<file path="src/rtl/fetch_unit_if.sv">
// Fetch unit bus bundle: instruction-memory request/response side and
// decoder-facing instruction handshake plus the decoder's redirect inputs.
interface fetch_unit_if;
    logic        imem_req_valid;
    logic        imem_req_ready;
    logic [31:0] imem_req_addr;
    logic        imem_resp_valid;
    logic [31:0] imem_resp_data;
    logic [31:0] instruction;
    logic [31:0] instr_pc;
    logic        instr_valid;
    logic        instr_ready;
    logic        is_jump;
    logic        is_branch;
    logic        branch_taken;
    logic [15:0] imm16;
    logic [25:0] addr26;
    logic        redirect_valid;
    logic [31:0] redirect_pc;

    modport master (
        output imem_req_valid, imem_req_addr,
        output instruction, instr_pc, instr_valid,
        input  imem_req_ready, imem_resp_valid, imem_resp_data,
        input  instr_ready, is_jump, is_branch, branch_taken,
        input  imm16, addr26, redirect_valid, redirect_pc
    );

    modport slave (
        input  imem_req_valid, imem_req_addr,
        input  instruction, instr_pc, instr_valid,
        output imem_req_ready, imem_resp_valid, imem_resp_data,
        output instr_ready, is_jump, is_branch, branch_taken,
        output imm16, addr26, redirect_valid, redirect_pc
    );
endinterface

</file>
<file path="src/rtl/fetch_unit.sv">
// Instruction fetch stage: PC, in-order imem requests, small instruction
// FIFO toward the decoder, jump/branch redirect with stale-response drop.
module fetch_unit #(
    parameter logic [31:0] RESET_PC  = 32'h0000_0000,
    parameter int          BUF_DEPTH = 2
) (
    input logic         clk,
    input logic         rst_n,
    fetch_unit_if.master bus
);
    localparam int AW = $clog2(BUF_DEPTH);
    localparam int CW = AW + 1;

    typedef enum logic {IDLE, RUN} state_t;

    state_t          state, state_n;
    logic [31:0]     fetch_pc, resp_pc;
    logic [CW-1:0]   count, outst, drop, outst_n;
    logic [AW-1:0]   rd_ptr, wr_ptr;
    logic [31:0]     q_data [BUF_DEPTH];
    logic [31:0]     q_pc   [BUF_DEPTH];

    logic            req_valid, room, accept, resp, keep;
    logic            valid, consume, redir;
    logic [31:0]     head_pc, pc4, boff, target, tgt;
    logic [CW:0]     used;

    assign used = {1'b0, count} + {1'b0, outst};
    assign room = used < (CW+1)'(BUF_DEPTH);

    always_comb begin
        state_n   = state;
        req_valid = 1'b0;
        unique case (state)
            IDLE: state_n = RUN;
            RUN: begin
                state_n   = RUN;
                req_valid = room;
            end
        endcase
    end

    assign accept  = req_valid & bus.imem_req_ready;
    assign resp    = bus.imem_resp_valid;
    assign keep    = resp & (drop == '0);
    assign valid   = count != '0;
    assign consume = valid & bus.instr_ready;
    assign head_pc = q_pc[rd_ptr];
    assign pc4     = head_pc + 32'd4;
    assign boff    = {{14{bus.imm16[15]}}, bus.imm16, 2'b00};
    assign outst_n = outst + CW'(accept) - CW'(resp);

    // Register jumps win over J-format, which win over taken branches.
    always_comb begin
        redir  = 1'b0;
        target = pc4;
        if (consume) begin
            if (bus.redirect_valid) begin
                redir  = 1'b1;
                target = bus.redirect_pc;
            end else if (bus.is_jump) begin
                redir  = 1'b1;
                target = {pc4[31:28], bus.addr26, 2'b00};
            end else if (bus.is_branch && bus.branch_taken) begin
                redir  = 1'b1;
                target = pc4 + boff;
            end
        end
    end

    assign tgt = {target[31:2], 2'b00};

    always_ff @(posedge clk or negedge rst_n) begin
        if (!rst_n) begin
            state    <= IDLE;
            fetch_pc <= RESET_PC;
            resp_pc  <= RESET_PC;
            count    <= '0;
            outst    <= '0;
            drop     <= '0;
            rd_ptr   <= '0;
            wr_ptr   <= '0;
        end else begin
            state <= state_n;
            outst <= outst_n;
            if (redir) begin
                // Everything still in flight was fetched down the old path.
                fetch_pc <= tgt;
                resp_pc  <= tgt;
                drop     <= outst_n;
                count    <= '0;
                rd_ptr   <= '0;
                wr_ptr   <= '0;
            end else begin
                if (accept)
                    fetch_pc <= fetch_pc + 32'd4;
                if (resp && drop != '0)
                    drop <= drop - CW'(1);
                if (keep) begin
                    wr_ptr  <= wr_ptr + AW'(1);
                    resp_pc <= resp_pc + 32'd4;
                end
                if (consume)
                    rd_ptr <= rd_ptr + AW'(1);
                count <= count + CW'(keep) - CW'(consume);
            end
        end
    end

    always_ff @(posedge clk) begin
        if (keep && !redir) begin
            q_data[wr_ptr] <= bus.imem_resp_data;
            q_pc[wr_ptr]   <= resp_pc;
        end
    end

    assign bus.imem_req_valid = req_valid;
    assign bus.imem_req_addr  = fetch_pc;
    assign bus.instr_valid    = valid;
    assign bus.instruction    = valid ? q_data[rd_ptr] : 32'd0;
    assign bus.instr_pc       = valid ? head_pc : 32'd0;
endmodule

</file>
<file path="src/flat_wrapper.sv">
// flat-port wrapper written by rule: the top's interface ports become plain ports
module fetch_unit_flat 
#(
    parameter logic [31:0] RESET_PC  = 32'h0000_0000,
    parameter int          BUF_DEPTH = 2
)
  (clk, rst_n, bus_imem_req_valid, bus_imem_req_addr, bus_instruction, bus_instr_pc, bus_instr_valid, bus_imem_req_ready, bus_imem_resp_valid, bus_imem_resp_data, bus_instr_ready, bus_is_jump, bus_is_branch, bus_branch_taken, bus_imm16, bus_addr26, bus_redirect_valid, bus_redirect_pc);
  fetch_unit_if bus_i ();
  input logic clk;
  input logic rst_n;
  output wire logic [$bits(bus_i.imem_req_valid)-1:0] bus_imem_req_valid;
  output wire logic [$bits(bus_i.imem_req_addr)-1:0] bus_imem_req_addr;
  output wire logic [$bits(bus_i.instruction)-1:0] bus_instruction;
  output wire logic [$bits(bus_i.instr_pc)-1:0] bus_instr_pc;
  output wire logic [$bits(bus_i.instr_valid)-1:0] bus_instr_valid;
  input wire logic [$bits(bus_i.imem_req_ready)-1:0] bus_imem_req_ready;
  input wire logic [$bits(bus_i.imem_resp_valid)-1:0] bus_imem_resp_valid;
  input wire logic [$bits(bus_i.imem_resp_data)-1:0] bus_imem_resp_data;
  input wire logic [$bits(bus_i.instr_ready)-1:0] bus_instr_ready;
  input wire logic [$bits(bus_i.is_jump)-1:0] bus_is_jump;
  input wire logic [$bits(bus_i.is_branch)-1:0] bus_is_branch;
  input wire logic [$bits(bus_i.branch_taken)-1:0] bus_branch_taken;
  input wire logic [$bits(bus_i.imm16)-1:0] bus_imm16;
  input wire logic [$bits(bus_i.addr26)-1:0] bus_addr26;
  input wire logic [$bits(bus_i.redirect_valid)-1:0] bus_redirect_valid;
  input wire logic [$bits(bus_i.redirect_pc)-1:0] bus_redirect_pc;
  assign bus_imem_req_valid = bus_i.imem_req_valid;
  assign bus_imem_req_addr = bus_i.imem_req_addr;
  assign bus_instruction = bus_i.instruction;
  assign bus_instr_pc = bus_i.instr_pc;
  assign bus_instr_valid = bus_i.instr_valid;
  assign bus_i.imem_req_ready = bus_imem_req_ready;
  assign bus_i.imem_resp_valid = bus_imem_resp_valid;
  assign bus_i.imem_resp_data = bus_imem_resp_data;
  assign bus_i.instr_ready = bus_instr_ready;
  assign bus_i.is_jump = bus_is_jump;
  assign bus_i.is_branch = bus_is_branch;
  assign bus_i.branch_taken = bus_branch_taken;
  assign bus_i.imm16 = bus_imm16;
  assign bus_i.addr26 = bus_addr26;
  assign bus_i.redirect_valid = bus_redirect_valid;
  assign bus_i.redirect_pc = bus_redirect_pc;
  fetch_unit #(.RESET_PC(RESET_PC), .BUF_DEPTH(BUF_DEPTH)) u_core (.clk(clk), .rst_n(rst_n), .bus(bus_i));
endmodule
</file>
<file path="config.mk">
export PLATFORM = sky130hd
export DESIGN_NAME = fetch_unit_flat
export DESIGN_NICKNAME = d
export VERILOG_FILES = /design/src/rtl/fetch_unit_if.sv /design/src/rtl/fetch_unit.sv /design/src/flat_wrapper.sv
export SDC_FILE = /design/constraint.sdc
export NUM_CORES = 1
export LEC_CHECK = 0
export BUFFER_PORTS_ARGS = -buffer_cell sky130_fd_sc_hd__buf_2
export CAP_MARGIN = 20
export CELL_PAD_IN_SITES_DETAIL_PLACEMENT = 1
export CELL_PAD_IN_SITES_GLOBAL_PLACEMENT = 1
export CORE_AREA = 2 2 184 186
export CTS_CLUSTER_SIZE = 12
export DETAILED_ROUTE_END_ITERATION = 12
export DIE_AREA = 0 0 186 188
export PLACE_DENSITY = 0.79
export RECOVER_POWER = 50
export SYNTH_ARGS = -nofsm -noshare
export SYNTH_HDL_FRONTEND = slang
export SYNTH_SLANG_ARGS = --single-unit
</file>
<file path="constraint.sdc">
create_clock -name clk -period 11.1 [get_ports clk]
set_clock_uncertainty 0.1 [all_clocks]
set_input_delay 1.11 -clock clk [delete_from_list [all_inputs] [get_ports clk]]
set_output_delay 1.11 -clock clk [all_outputs]
set_load 0.02 [all_outputs]
</file>
==> metrics.yaml <==
status: "finished, violations left"
violations: "capacitance limit, slew limit"
cts_tree: "yes"
p_int_mw: 1.91
hold_viol: 0
max_clock_freq_mhz: 163
max_stage_delay_ps: 2020
cts-root-buf: "clkbuf_16"
routed-wl-met3_um: 1740
synth_seq_cells: 193
worst_slew_pin_slew_ps: 3910
cts.clk_slew.worst_paths_ps: 70
cts_hold_buffers: 0
io_buffers: 206
ant_nets: 0
htreeDepth: 4
chipHeight_um: 188
crit_path_start_kind: "flop"
synth_ff_type: "edfxtp_1"
maxCapViolCount: 3
worstPathRequired_ps: 11060
clkLatencyLatePin_ps: 440
drtPass1Iterations: 5
crit_type: "reg -> reg"
grt_max_degree: 70
cts_buffers: 17
layout-drive-gt1-share: 0.155
synth-edff-count: 124
yosysTopAreaCell: "edfxtp_1"
drt-total-wl_um: 36100
cp_max_fo: 62
pwr-share-seq: 0.353
post_drt_wl_per_cell_um: 20.3
post-route-period-util: 0.551
power.net_switching_mw: 1.59
track_usage: 0.206
p_comb_frac: 0.479
path_cells: "nor2_4, clkbuf_1, inv_1, nand2_1, nor2_4, clkbuf_1, nor3_2, buf_4"
cts_resized: 0
cts.sinks: 193
vias: 9578
grt_pass1_vias: 9975
nNetsFinal: 1474
met2_length_um: 17200
rsz0062_at_grt: "false"
synth_sequential_area_ratio: 0.478
start_util: 0.344
wl_met1_um: 16400
ios: 213
die-area_um2: 35000
power.density_nw_per_um2: 262
routed.top_layer: "met4"
antenna_found_initial: 0
syn_avg_cell_area_um2: 10.1
drt_iter0_markers: 482
relSlewSlack: -1.61
end_kind: "flop"
cellLeakagePower_nw: 5.18
grt_pass1_wl_um: 55500
finalSetupViolCount: 0
syn_area_um2: 11400
coreArea_um2: 33100
p_clk_frac: 0.168
synth_cells: 1124
via_per_inst: 5.39
maxSlewViolCount: 184
switching_share: 0.455
tns_ps: 0
drc: 0
netlist.area_leader.share: 0.327
peakVddDrop_mv: 0.121
yosysUniqueCellTypes: 76
min_path_type: "reg -> reg"
gp_routability_congestion: 0.845
cp.arrival_ps: 6080
clock_path_buffers: 2
final_util: 0.403
synthArstFlopShare: 0.358
cpMaxStageDelayCell: "clkbuf_1"
post_cts_buffers: 0
ys.warnings.count: 0
dp_hpwl_um: 26600
rows: 67
min_period_ps: 6120
synth_area_leaders: "edfxtp_1, dfrtp_1, ha_1"
overflow: 0
die_w_um: 186
synthToLayoutAreaGrowth_pct: 17.0
[Yosys cell counts (all sizes together), types with 6 or more instances]
cell type	number
nand2b	7
o21a	15
nand2	95
a21oi	99
nand3	33
nand3b	7
clkbuf	33
mux2i	51
nor2b	16
buf	15
o21bai	6
o21ai	52
dfrtp	69
o211ai	9
edfxtp	124
nor4	6
xnor2	46
xor2	52
a21o	15
nor3	16
and3	18
or3	6
a211oi	14
nand4	23
and4	6
a31oi	7
ha	44
nor2	133
inv	27
and2	9
a32oi	6
[worst paths after layout]
| path | start | cells past startpoint | slack [ps] | to |
|---|---|---|---|---|
| setup / recovery | u_core.count[1]$_DFF_PN0_ | 8 | 4980 | u_core.q_data[0][29]$_DFFE_PP_ |
| hold / removal | u_core.resp_pc[31]$_DFFE_PN0P_ | 0 | 420 | u_core.q_pc[0][31]$_DFFE_PP_ |
| hold reg to reg | u_core.resp_pc[31]$_DFFE_PN0P_ | 0 | 420 | u_core.q_pc[0][31]$_DFFE_PP_ |
| max in group asynchronous | rst_n | 2 | 6140 | u_core.rd_ptr$_DFFE_PN0P_ |
| setup reg to reg | u_core.count[1]$_DFF_PN0_ | 8 | 4980 | u_core.q_data[0][29]$_DFFE_PP_ |
| min in group asynchronous | rst_n | 2 | 2010 | u_core.bus.imem_req_addr[3]$_DFFE_PN0N_ |
[sequential cells by signal, summed over array words and instances (netlist names)]
signal / count
u_core.q_data: 64
u_core.q_pc: 60
u_core.bus.imem_req_addr: 30
u_core.resp_pc: 30
u_core.count: 2
u_core.drop: 2
u_core.outst: 2
u_core.rd_ptr: 1
u_core.state: 1
u_core.wr_ptr: 1
[placed cells by master (no fill, tap or decap), types with 16 or more instances in the layout]
cell type / n
xor2_1: 52
nand4_1: 23
buf_2: 149
mux2i_1: 51
nor2b_1: 16
xnor2_1: 46
a21oi_1: 99
nand2_1: 93
nor2_1: 131
and3_1: 17
clkbuf_1: 62
o21ai_0: 51
ha_1: 44
edfxtp_1: 124
dfrtp_1: 68
clkbuf_16: 17
inv_1: 26
nand3_1: 33
[per-stage QoR]
step | total power [mW] | std cells | area, µm² | worst slack, ps | hold slack [ps]
2_1_floorplan | 2.35 | 1127 | 11400 | 4100 | 363
3_3_place_gp | 2.85 | 1742 | 12900 | 5240 | 384
3_5_place_dp | 2.91 | 1742 | 12900 | 5160 | 401
4_1_cts | 3.53 | 1774 | 13400 | 5070 | 420
5_1_grt | 3.73 | 1774 | 13300 | 4420 | 438
6_report | 3.50 | 1776 | 13300 | 4980 | 416
[cells by family (layout without fill, tap and decap cells)]
group,after synthesis,after routing,synth area share
simple gates,383,383,0.165
compound gates,275,275,0.155
flops,193,193,0.478
xor+xnor,98,98,0.0753
buf+inv,75,274,0.0285
mux,52,52,0.0458
fa+ha+maj,46,46,0.0518
other cells,2,7,0.000659
[power groups by stage]
| stage | combinational, mW | clock (mW) | sequential (mW) |
|---|---|---|---|
| floorplan | 1.14 | 0 | 1.21 |
| global placement | 1.63 | 0 | 1.22 |
| CTS | 1.70 | 0.604 | 1.23 |
| detailed placement | 1.67 | 0 | 1.24 |
| finish | 1.68 | 0.588 | 1.23 |
| global route | 1.84 | 0.629 | 1.26 |
[worst max-delay path: cells and delay by family (launching register included)]
kind,cells,cell delay [ps]
simple gates,4,1220
buf+inv,4,3890
flops,1,450
[per-layer routing]
metal,vias up,GRT usage
met5,-,0
met4,0,0.0648
met3,44,0.0309
met2,272,0.343
met1,4766,0.276
li1,4496,-
[area by class of cell]
class                      instances  area (µm²)
sequential                       193        5450
timing repair buffer             215        1020
tap                              448         561
fill                            3807       19800
antenna                            2        5.00
inverter                          27         101
clock buffer                      24         495
clock inverter                     8        52.6
multi-input combinational        859        5660
No activity file was read; power rests on OpenSTA's default activity.
